## src/rtl/dma_hold_arbiter.sv

```systemverilog
// dma_hold_arbiter: CPU-side DMA hold controller.
// Picks one pending request channel, raises drq with its ID, waits for hrq,
// hands the bus over with start_transfer and takes it back on transfer_done.
// A watchdog abandons requests that never see hrq.
module dma_hold_arbiter #(
  parameter int unsigned NUM_CH  = 4,
  parameter int unsigned CH_W    = 2,
  parameter int unsigned RR_MODE = 1,
  parameter int unsigned TIMEOUT = 255,
  parameter int unsigned TO_W    = 8
) (
  input  logic              clk,
  input  logic              rst,
  input  logic [NUM_CH-1:0] dma_req,
  output logic              drq,
  output logic [CH_W-1:0]   drq_ch,
  input  logic              hrq,
  output logic              start_transfer,
  input  logic              dack,
  input  logic              transfer_done,
  output logic [NUM_CH-1:0] grant,
  output logic              busy,
  output logic              timeout_err
);

  typedef enum logic [1:0] {
    IDLE     = 2'd0,
    HOLD_REQ = 2'd1,
    HOLD     = 2'd2,
    RELEASE  = 2'd3
  } state_t;

  localparam logic [TO_W-1:0] WDOG_LAST = TO_W'(TIMEOUT - 1);
  localparam logic [CH_W-1:0] CH_LAST   = CH_W'(NUM_CH - 1);

  state_t              state_q;
  logic [CH_W-1:0]     sel_q;
  logic [CH_W-1:0]     sel_d;
  logic                sel_hit;
  logic [CH_W-1:0]     rr_ptr_q;
  logic [CH_W-1:0]     scan_base;
  logic [CH_W-1:0]     rr_ptr_d;
  logic [TO_W-1:0]     wdog_q;
  logic                drq_q;
  logic [CH_W-1:0]     drq_ch_q;
  logic                start_q;
  logic [NUM_CH-1:0]   grant_q;
  logic                busy_q;
  logic                timeout_err_q;

  // dack only reports transfer progress; holding the bus never depends on it.
  logic                unused_dack;
  assign unused_dack = dack;

  // Channel index 'off' positions above 'base', wrapping at NUM_CH.
  function automatic logic [CH_W-1:0] wrap_idx(input logic [CH_W-1:0] base,
                                                input int unsigned     off);
    int unsigned s;
    s = 32'(base) + off;
    if (s >= NUM_CH) s = s - NUM_CH;
    return CH_W'(s);
  endfunction

  // Fixed priority is round-robin scanning from a pointer pinned at 0.
  assign scan_base = (RR_MODE != 0) ? rr_ptr_q : '0;

  // Pointer to the channel after the current grant, used whenever a grant ends.
  assign rr_ptr_d = (sel_q == CH_LAST) ? '0 : sel_q + 1'b1;

  // Arbiter: first pending request scanning upward from scan_base.
  always_comb begin
    sel_d   = '0;
    sel_hit = 1'b0;
    for (int unsigned i = 0; i < NUM_CH; i++) begin
      if (!sel_hit && dma_req[wrap_idx(scan_base, i)]) begin
        sel_d   = wrap_idx(scan_base, i);
        sel_hit = 1'b1;
      end
    end
  end

  // Hold-handshake FSM with registered outputs and the hrq watchdog.
  always_ff @(posedge clk) begin
    if (rst) begin
      state_q       <= IDLE;
      sel_q         <= '0;
      rr_ptr_q      <= '0;
      wdog_q        <= '0;
      drq_q         <= 1'b0;
      drq_ch_q      <= '0;
      start_q       <= 1'b0;
      grant_q       <= '0;
      busy_q        <= 1'b0;
      timeout_err_q <= 1'b0;
    end else begin
      timeout_err_q <= 1'b0;
      case (state_q)
        IDLE: begin
          if (|dma_req && !transfer_done) begin
            sel_q    <= sel_d;
            drq_q    <= 1'b1;
            drq_ch_q <= sel_d;
            busy_q   <= 1'b1;
            wdog_q   <= '0;
            state_q  <= HOLD_REQ;
          end else begin
            drq_q <= 1'b0;
          end
        end
        HOLD_REQ: begin
          // hrq takes precedence over a watchdog expiring on the same edge.
          if (hrq) begin
            start_q <= 1'b1;
            grant_q <= NUM_CH'(1) << sel_q;
            state_q <= HOLD;
          end else if (wdog_q == WDOG_LAST) begin
            drq_q         <= 1'b0;
            timeout_err_q <= 1'b1;
            rr_ptr_q      <= rr_ptr_d;
            busy_q        <= 1'b0;
            state_q       <= IDLE;
          end else begin
            wdog_q <= wdog_q + 1'b1;
          end
        end
        HOLD: begin
          if (transfer_done) begin
            drq_q    <= 1'b0;
            start_q  <= 1'b0;
            grant_q  <= '0;
            rr_ptr_q <= rr_ptr_d;
            state_q  <= RELEASE;
          end
        end
        RELEASE: begin
          busy_q  <= 1'b0;
          state_q <= IDLE;
        end
        default: state_q <= IDLE;
      endcase
    end
  end

  assign drq            = drq_q;
  assign drq_ch         = drq_ch_q;
  assign start_transfer = start_q;
  assign grant          = grant_q;
  assign busy           = busy_q;
  assign timeout_err    = timeout_err_q;

endmodule

```

## config.mk

```make
export PLATFORM = sky130hd
export DESIGN_NAME = dma_hold_arbiter
export DESIGN_NICKNAME = d
export VERILOG_FILES = /design/src/rtl/dma_hold_arbiter.sv
export SDC_FILE = /design/constraint.sdc
export NUM_CORES = 1
export LEC_CHECK = 0
export ABC_AREA = 1
export BUFFER_PORTS_ARGS = -buffer_cell sky130_fd_sc_hd__buf_2
export CAP_MARGIN = 40
export CELL_PAD_IN_SITES_DETAIL_PLACEMENT = 2
export CELL_PAD_IN_SITES_GLOBAL_PLACEMENT = 2
export CORE_MARGIN = 2
export CORE_UTILIZATION = 31
export CTS_CLUSTER_DIAMETER = 200
export DETAILED_ROUTE_END_ITERATION = 8
export HOLD_SLACK_MARGIN = 0.03
export PLACE_DENSITY_LB_ADDON = 0.1
export SYNTH_ARGS = -nofsm -noshare
export SYNTH_HDL_FRONTEND = slang
export SYNTH_SLANG_ARGS = --single-unit
```

## constraint.sdc

```tcl
create_clock -name clk -period 2 [get_ports clk]
set_clock_uncertainty 0.1 [all_clocks]
set_input_delay 0.3 -clock clk [delete_from_list [all_inputs] [get_ports clk]]
set_output_delay 0.3 -clock clk [all_outputs]
set_load 0.05 [all_outputs]
```

==> qor.yml, run 1 <==
die:
  die_area_sq_um: 5340
  core_area_sq_um: 4660
  start_util: 0.317
  die_y_microns: 73.1
  rows: 25
  die_w_microns: 73.1
  design.portCount: 19
synthesis:
  synth.net_count: 247
  netlist.area_leader.share: 0.298
  synthXorXnorAreaFrac: 0.0237
  synth.area.top_cells: "dfxtp_1 (30%), nand2_1 (19%), ha_1 (9.3%)"
  synth_cells: 227
  yosysTopAreaCell: "dfxtp_1"
  syn_area_per_cell_sq_um: 6.52
  synth-seq-cells: 22
  muxShareOfSynthArea: 0
  syn-cell-area_sq_um: 1480
  yosysSeqAreaShare: 0.298
  synth_top_family_by_area: "simple AND/OR/NAND/NOR gates"
  yosysUniqueCellTypes: 28
  synthSimpleGateAreaFrac: 0.394
  yosys_warnings: 0
  synthAdderAreaFrac: 0.0931
  synth_compound_area_frac: 0.107
timing:
  fin_setup_tns_ns: 0
  fmax_ghz: 0.565
  slew_violations: 0
  max_slew.worst_pin.slew_ns: 0.503
  setup_viol: 0
  finalHoldViolCount: 0
  finalCriticalPeriod_ns: 1.77
  slew_headroom: 0.664
  rsz0062_at_grt: "no"
  min_period_over_period: 0.885
power:
  powerDensity_nw_per_um2: 1320
  pwr-share-seq: 0.276
  p_sw_w: 0.00110
  cellLeakagePower_nw: 0.794
  switching_share: 0.489
  p_comb_frac: 0.532
  power.share.clock: 0.192
  irDropWorstVdd_uv: 516
  internal-power_w: 0.00115
detailed_routing:
  drc: 0
  drt-pass1-iter-count: 3
  drt_iter0_drc: 38
  num_vias: 1460
  routedWlPerCell_microns: 13.9
  via_per_inst: 4.85
  wl_microns: 4180
  drtAntennaViolNets: 0
setup_path:
  r2r_slack_ns: 0.23
  r2r_start: "state_q[0]"
  crit_required_ns: 2.06
  crit_path_max_fanout: 5
  r2r_cells: 8
  cp.arrival_ns: 1.83
  path_class: "flop to flop"
  cp-start-kind: "flop"
  r2r-end: "drq"
  endpoint_kind: "flop"
hold_path:
  hold_path_class: "primary input to flop"
  min-delay-start: "hrq"
  holdPathEnd: "timeout_err"
  whs_path_depth: 2
global_routing:
  grt_pass1_wl_microns: 7130
  grt_pass1_vias: 1500
  grt_antenna_before_repair: 0
  grt_usage: 0.172
  grt_max_degree: 16
  grt_overflow_total: 0
final_layout:
  stdcell_count: 301
  final_common_cell: "nand2_1"
  antenna_cells: 0
  final_cell_mix: "nand2_1 (75), nor2_1 (23), inv_1 (22), dfxtp_1 (22), a21oi_1 (20)"
  drive_gt1_frac: 0.174
  synthToLayoutAreaGrowth_pct: 15.0
  nets: 268
placement:
  port_buffers: 17
  gp_congestion: 0.727
  dp.final_hpwl_microns: 3220
  place_inst: 297
clocking:
  cts_buffers: 3
  post-cts-setup-buffers: 0
  cts_root_buffer: "clkbuf_8"
  cts_sinks: 22
  cts_tree: "done"
  clk_latency_ns: 0.27
  cts_hold_buffers: 0
  cts.path.max_buffers: 2
  cts.clk_slew.worst_paths_ns: 0.09
  cts_max_level: 1
status:
  status: "completed"
run:
  cap_violations: 0
-- cells by family (layout without fill, tap and decap cells) --
| logic type | after synthesis | in the layout |
|---|---|---|
| AOI/OAI and AO/OA | 31 | 31 |
| xor gates and xnor gates | 4 | 4 |
| adders and majority gates | 11 | 11 |
| buffers and inverters | 29 | 49 |
| DFF | 22 | 22 |
| and+or+nand+nor | 130 | 130 |
-- cell usage after synthesis --
cell and number:
nand3_1 12, o21ai_0 10, buf_6 1, xnor2_1 1
nand2_1 75, nor2_4 2, a21oi_1 20, clkinv_1 1
nand3_2 4, inv_4 1, nand4_1 1, nor4_1 1
xor2_1 3, nand2_2 6, ha_1 11, nor2_1 23
buf_2 1, inv_6 1, or2_2 1, inv_1 22
nand3b_1 1, nand3b_2 1, dfxtp_1 22, a21boi_0 1
nor2_2 2, clkbuf_1 1, nor3_1 1, inv_2 1
-- stage by stage --
step / util / instance area [sq um] / total power (W) / hold WS [ns] / setup slack, ns
floorplan: - / 1480 / 0.00153 / 0.269 / 0.442
detailed placement: 0.349 / 1630 / 0.00184 / 0.354 / 0.0806
global placement: 0.349 / 1630 / 0.00182 / 0.338 / 0.147
CTS: 0.364 / 1700 / 0.00229 / 0.150 / 0.0410
finish: 0.365 / 1700 / 0.00225 / 0.153 / 0.231
global route: 0.365 / 1700 / 0.00248 / 0.142 / 0.0278
-- registers in the layout, summed over array words and instances (netlist names), 2 cells and up, named ones only --
signal,cells
drq_ch,2
grant,4
rr_ptr_q,2
wdog_q,8
-- final cells by class --
| class | count | area, sq um |
|---|---|---|
| clock buffers | 3 | 41.3 |
| clock inverters | 1 | 30.0 |
| fillers | 594 | 2960 |
| inverters | 26 | 105 |
| multi-input cells | 176 | 916 |
| flip-flops and latches | 22 | 440 |
| well taps | 54 | 67.6 |
| repair buffers | 19 | 100 |
-- repair_timing --
item / 4_1_cts / 5_1_grt
endpoints found under the hold margin: 0 / 0
endpoints found under the setup margin: 0 / 9
gates resized for setup: 0 / 2
-- worst max-delay path, stage by stage (launching register included) --
cell     delay, ns
dfxtp_1       0.46
inv_1         0.12
ha_1          0.23
inv_1         0.15
nor2_1        0.09
nor2_1        0.16
nand3_1       0.13
o21ai_0       0.17
a21oi_1       0.06
-- power groups by stage --
stage / sequential [W] / combinational [W] / clock (W)
2_1_floorplan: 0.000735 / 0.000797 / 0
3_3_place_gp: 0.000629 / 0.00119 / 0
3_5_place_dp: 0.000632 / 0.00121 / 0
4_1_cts: 0.000622 / 0.00122 / 0.000446
5_1_grt: 0.000639 / 0.00138 / 0.000470
6_report: 0.000622 / 0.00120 / 0.000433
-- layer usage --
layer | share of wire | up-vias | GRT usage
met2 | 0.48 | 14 | 0.307
met1 | 0.49 | 689 | 0.217
met3 | 0.020 | 4 | 0.0221
met5 | 0 | - | 0
li1 | - | 753 | -
met4 | 0.0069 | 0 | 0.0432
-- worst max path at each step --
stage | cells after the start | slack, ns | from | end
finish | 8 | 0.23 | state_q[0] | drq
global route | 8 | 0.03 | state_q[0] | rr_ptr_q[0]
CTS | 6 | 0.04 | state_q[0] | start_transfer
detailed placement | 6 | 0.08 | state_q[0] | start_transfer
global placement | 6 | 0.15 | state_q[0] | start_transfer
floorplan | 9 | 0.44 | flop | rr_ptr_q[1]
No activity file was read; power rests on OpenSTA's default activity.
==> run 2, diff against run 1 <==
--- a/config.mk
+++ b/config.mk
@@ -11,11 +11,13 @@
 export CELL_PAD_IN_SITES_DETAIL_PLACEMENT = 2
 export CELL_PAD_IN_SITES_GLOBAL_PLACEMENT = 2
 export CORE_MARGIN = 2
-export CORE_UTILIZATION = 31
+export CORE_UTILIZATION = 32
+export CTS_BUF_LIST = sky130_fd_sc_hd__clkbuf_8
 export CTS_CLUSTER_DIAMETER = 200
 export DETAILED_ROUTE_END_ITERATION = 8
 export HOLD_SLACK_MARGIN = 0.03
 export PLACE_DENSITY_LB_ADDON = 0.1
+export SKIP_CTS_REPAIR_TIMING = 1
 export SYNTH_ARGS = -nofsm -noshare
 export SYNTH_HDL_FRONTEND = slang
 export SYNTH_SLANG_ARGS = --single-unit
==> run 2 against run 1 <==
Wire length decreased by 0.84%. Core utilization increased by 2.0 points. Cell count decreased by 0.66%. Global-route usage increased by 0.52 points. Via count decreased by 0.55%. Register-to-register slack got worse by 0.04 ns. Critical path type unchanged. Largest power group unchanged.
==> qor.yml, run 2 (synthesis gave the netlist of run 1 again) <==
hold_path:
  hold_path_class: "primary input to flop"
placement:
  gp_congestion: 0.759
  place_inst: 295
  port_buffers: 17
  dp.final_hpwl_microns: 3310
  dp_slack_ns: 0.0625
final_layout:
  largest_reg_flops: 8
  nets: 268
  drive_gt1_frac: 0.174
  synthToLayoutAreaGrowth_pct: 14.8
  antenna_cells: 0
  final_common_cell: "nand2_1"
  stdcell_count: 299
  final_cell_mix: "nand2_1 (75), nor2_1 (23), inv_1 (22), dfxtp_1 (22), a21oi_1 (20)"
  regMostFlops: "wdog_q"
setup_path:
  endpoint_kind: "flop"
  cp-start-kind: "flop"
  crit_path_max_fanout: 5
  cp.arrival_ns: 1.87
  crit_required_ns: 2.07
  path_class: "flop to flop"
timing:
  min_period_over_period: 0.903
  finalHoldViolCount: 0
  fin_setup_tns_ns: 0
  setup_viol: 0
  slew_violations: 0
  rsz0062_at_grt: "no"
  max_slew.worst_pin.slew_ns: 0.478
  slew_headroom: 0.679
  finalCriticalPeriod_ns: 1.81
  fin_ws_ns: 0.193
  hold_slack_ns: 0.149
  fmax_ghz: 0.554
clocking:
  cts_sinks: 22
  cts_buffers: 3
  cts.path.max_buffers: 2
  cts_tree: "done"
  cts_root_buffer: "clkbuf_8"
  cts.clk_slew.worst_paths_ns: 0.09
  clk_latency_ns: 0.27
  cts_max_level: 1
global_routing:
  grt_antenna_before_repair: 0
  grt_overflow_total: 0
  grt_max_degree: 16
  grt_usage: 0.177
  grt_pass1_wl_microns: 7370
  grt_pass1_vias: 1558
status:
  status: "completed"
detailed_routing:
  wl_microns: 4140
  drt-pass1-iter-count: 3
  drt_iter0_drc: 19
  num_vias: 1452
  via_per_inst: 4.86
  routedWlPerCell_microns: 13.8
  drtAntennaViolNets: 0
  drc: 0
die:
  die_area_sq_um: 5180
  core_area_sq_um: 4410
  design.portCount: 19
  die_w_microns: 72.0
  start_util: 0.335
  die_y_microns: 72.0
  rows: 24
power:
  p_total_w: 0.00227
  powerDensity_nw_per_um2: 1340
  cellLeakagePower_nw: 0.794
  irDropWorstVdd_uv: 468
run:
  cap_violations: 0
-- run 2: cell counts in the layout (fill, tap and decap cells not counted) --
No cell type changed its count.
-- run 2: per-layer routing --
metal / track usage / wire length [microns]
met5: 0 / 0
met4: 0.0314 / 17
met3: 0.0292 / 100
met2: 0.318 / 2070
met1: 0.226 / 1950
-- run 2: area by class of cell --
cell class | count | area (sq um)
Sequential cell | 22 | 440
Clock buffer | 3 | 41.3
Fill cell | 573 | 2720
Tap cell | 52 | 65.1
Timing Repair Buffer | 19 | 100
Inverter | 26 | 105
Clock inverter | 1 | 30.0
Multi-Input combinational cell | 176 | 916
-- run 2: power by group --
group          switching [W]  internal (W)  total [W]
clock network       0.000160      0.000268   0.000428
logic               0.000855      0.000366    0.00122
registers           0.000103      0.000517   0.000620
total                0.00112       0.00115    0.00227
-- run 2: critical path, cell delays in order (launching register included) --
cell and delay [ns]:
dfxtp_1 0.45, inv_1 0.12, ha_1 0.22, inv_1 0.14, nor2_1 0.08, nor2_1 0.27
nand3_2 0.13, nor2_1 0.13, nor2_1 0.06
-- run 2: worst paths after layout --
check	startpoint	slack, ns	depth (start not counted)	to
setup / recovery	state_q[0]	0.19	8	flop
hold / removal	hrq	0.15	2	timeout_err
setup reg to reg	state_q[0]	0.19	8	flop
hold reg to reg	drq	0.35	2	drq
-- run 2: stage by stage --
step / util / cell area, sq um
2_1_floorplan: - / 1480
3_3_place_gp: 0.368 / 1620
3_5_place_dp: 0.368 / 1620
4_1_cts: 0.384 / 1700
5_1_grt: 0.385 / 1700
6_report: 0.385 / 1700
==> run 3, diff against run 2 <==
--- a/config.mk
+++ b/config.mk
@@ -16,7 +16,7 @@
 export CTS_CLUSTER_DIAMETER = 200
 export DETAILED_ROUTE_END_ITERATION = 8
 export HOLD_SLACK_MARGIN = 0.03
-export PLACE_DENSITY_LB_ADDON = 0.1
+export PLACE_DENSITY = 0.92
 export SKIP_CTS_REPAIR_TIMING = 1
 export SYNTH_ARGS = -nofsm -noshare
 export SYNTH_HDL_FRONTEND = slang
==> run 3 against run 2 <==
Core utilization is 0.085 points lower. Critical path depth shrank 1. Worst setup slack worse by 0.0077 ns. Clock-buffer cell count is the same. Via count up 1.9%. Hold slack got worse by 0.0063 ns. Cell count decreased by 0.33%. Non-clock buffer count fell by 1. Sequential power about the same. Sequential share of layout area up 0.13 points. Critical path type unchanged. Wire length increased by 4.3%. Maximum frequency shrank 0.42%.
==> qor.yml, run 3 (synthesis gave the netlist of run 1 again) <==
timing:
  fin_setup_tns_ns: 0
  min_period_over_period: 0.907
  hold_slack_ns: 0.142
  finalHoldViolCount: 0
  fmax_ghz: 0.551
  rsz0062_at_grt: "no"
  max_slew.worst_pin.slew_ns: 0.647
  finalCriticalPeriod_ns: 1.81
  slew_violations: 0
  slew_headroom: 0.564
  setup_viol: 0
setup_path:
  endpoint_kind: "flop"
  cpMostUsedCell: "o21ai_0"
  crit_required_ns: 2.06
  cp_top_family: "compound AO/OA/AOI/OAI gates"
  path_depth: 7
  path_buf_inv: 1
  worstPathCellList: "inv_1 > ha_2 > nand2_1 > o21ai_0 > o21ai_0 > a21oi_1 > nor2_1"
  crit_path_max_fanout: 8
  cpPeakStageDelay_ns: 0.34
  path_class: "flop to flop"
  crit_slowest_cell: "dfxtp_1"
  r2r_cells: 7
  cp.arrival_ns: 1.88
  cp-start-kind: "flop"
die:
  start_util: 0.335
  die_w_microns: 72.0
  rows: 24
  core_area_sq_um: 4410
  design.portCount: 19
  die_y_microns: 72.0
  die_area_sq_um: 5180
power:
  p_total_w: 0.00228
  cellLeakagePower_nw: 0.789
  irDropWorstVdd_uv: 576
  powerDensity_nw_per_um2: 1350
final_layout:
  antenna_cells: 0
  nets: 267
  largest_reg_flops: 8
  stdcell_count: 298
  final_common_cell: "nand2_1"
  synthToLayoutAreaGrowth_pct: 14.6
  nFillCells: 536
  final_cell_mix: "nand2_1 (75), inv_1 (22), nor2_1 (22), dfxtp_1 (21), a21oi_1 (20)"
  regMostFlops: "wdog_q"
  drive_gt1_frac: 0.179
global_routing:
  grt_antenna_before_repair: 0
  grt_overflow_total: 0
  grt_usage: 0.182
  grt_max_degree: 16
  grt_pass1_vias: 1599
  grt_pass1_wl_microns: 7470
clocking:
  clk_latency_ns: 0.27
  cts_tree: "done"
  cts_sinks: 22
  cts.clk_slew.worst_paths_ns: 0.09
  cts.path.max_buffers: 2
  cts_buffers: 3
  cts_root_buffer: "clkbuf_8"
  cts_max_level: 1
detailed_routing:
  wl_microns: 4320
  drt_iter0_drc: 34
  drt-pass1-iter-count: 3
  num_vias: 1480
  routedWlPerCell_microns: 14.5
  drc: 0
  drtAntennaViolNets: 0
  via_per_inst: 4.97
status:
  status: "completed"
hold_path:
  whs_path_depth: 2
  hold_path_class: "primary input to flop"
run:
  cap_violations: 0
placement:
  port_buffers: 17
  gp_congestion: 0.726
  place_inst: 294
  dp.final_hpwl_microns: 3460
[run 3: cell types whose count changed in the layout (fill, tap and decap cells not counted)]
cell | previous run | this run
dfxtp_1 | 22 | 21
buf_4 | 2 | 1
o21ai_1 | 1 | 0
nor2_1 | 23 | 22
nor2_2 | 2 | 3
o21ai_0 | 9 | 10
dfxtp_2 | 0 | 1
[run 3: layer usage]
metal	vias to the layer above	GRT usage	wire (microns)
met5	-	0	0
met4	0	0.0294	20
met3	5	0.0292	95
met2	14	0.335	2150
met1	707	0.226	2050
li1	754	-	-
[run 3: through the flow]
stage	area [sq um]	util	setup slack (ns)
floorplan	1480	-	0.442
global placement	1620	0.366	0.193
CTS	1690	0.382	0.0546
global route	1690	0.384	0.00492
detailed placement	1620	0.366	0.100
finish	1690	0.384	0.186
[run 3: final timing paths]
check             slack (ns)  start              to
setup / recovery        0.19   flop  start_transfer
hold / removal          0.14    hrq     timeout_err
setup reg to reg        0.19   flop  start_transfer
hold reg to reg         0.36    drq             drq
[run 3: cell type report]
type	count	area, sq um	area share
multi-input cells	176	918	0.542
flip-flops and latches	22	442	0.261
inverters	26	105	0.0620
repair buffers	18	92.6	0.0547
well taps	52	65.1	0.0384
clock buffers	3	41.3	0.0244
clock inverters	1	30.0	0.0177
[run 3: worst reg2reg max path: cells and delay by family (launching register included)]
kind	cells	cell delay [ns]
AO/OA/AOI/OAI	3	0.62
adder cells (fa/ha/maj)	1	0.31
flip-flops	1	0.34
AND/OR/NAND/NOR	2	0.21
buffers and inverters	1	0.13
[run 3: power breakdown]
part,total (W),internal (W),leakage [nW],switching [W]
sequential,0.000621,0.000519,0.179,0.000102
clock,0.000438,0.000268,0.0357,0.000170
combinational,0.00122,0.000363,0.574,0.000858
total,0.00228,0.00115,0.789,0.00113
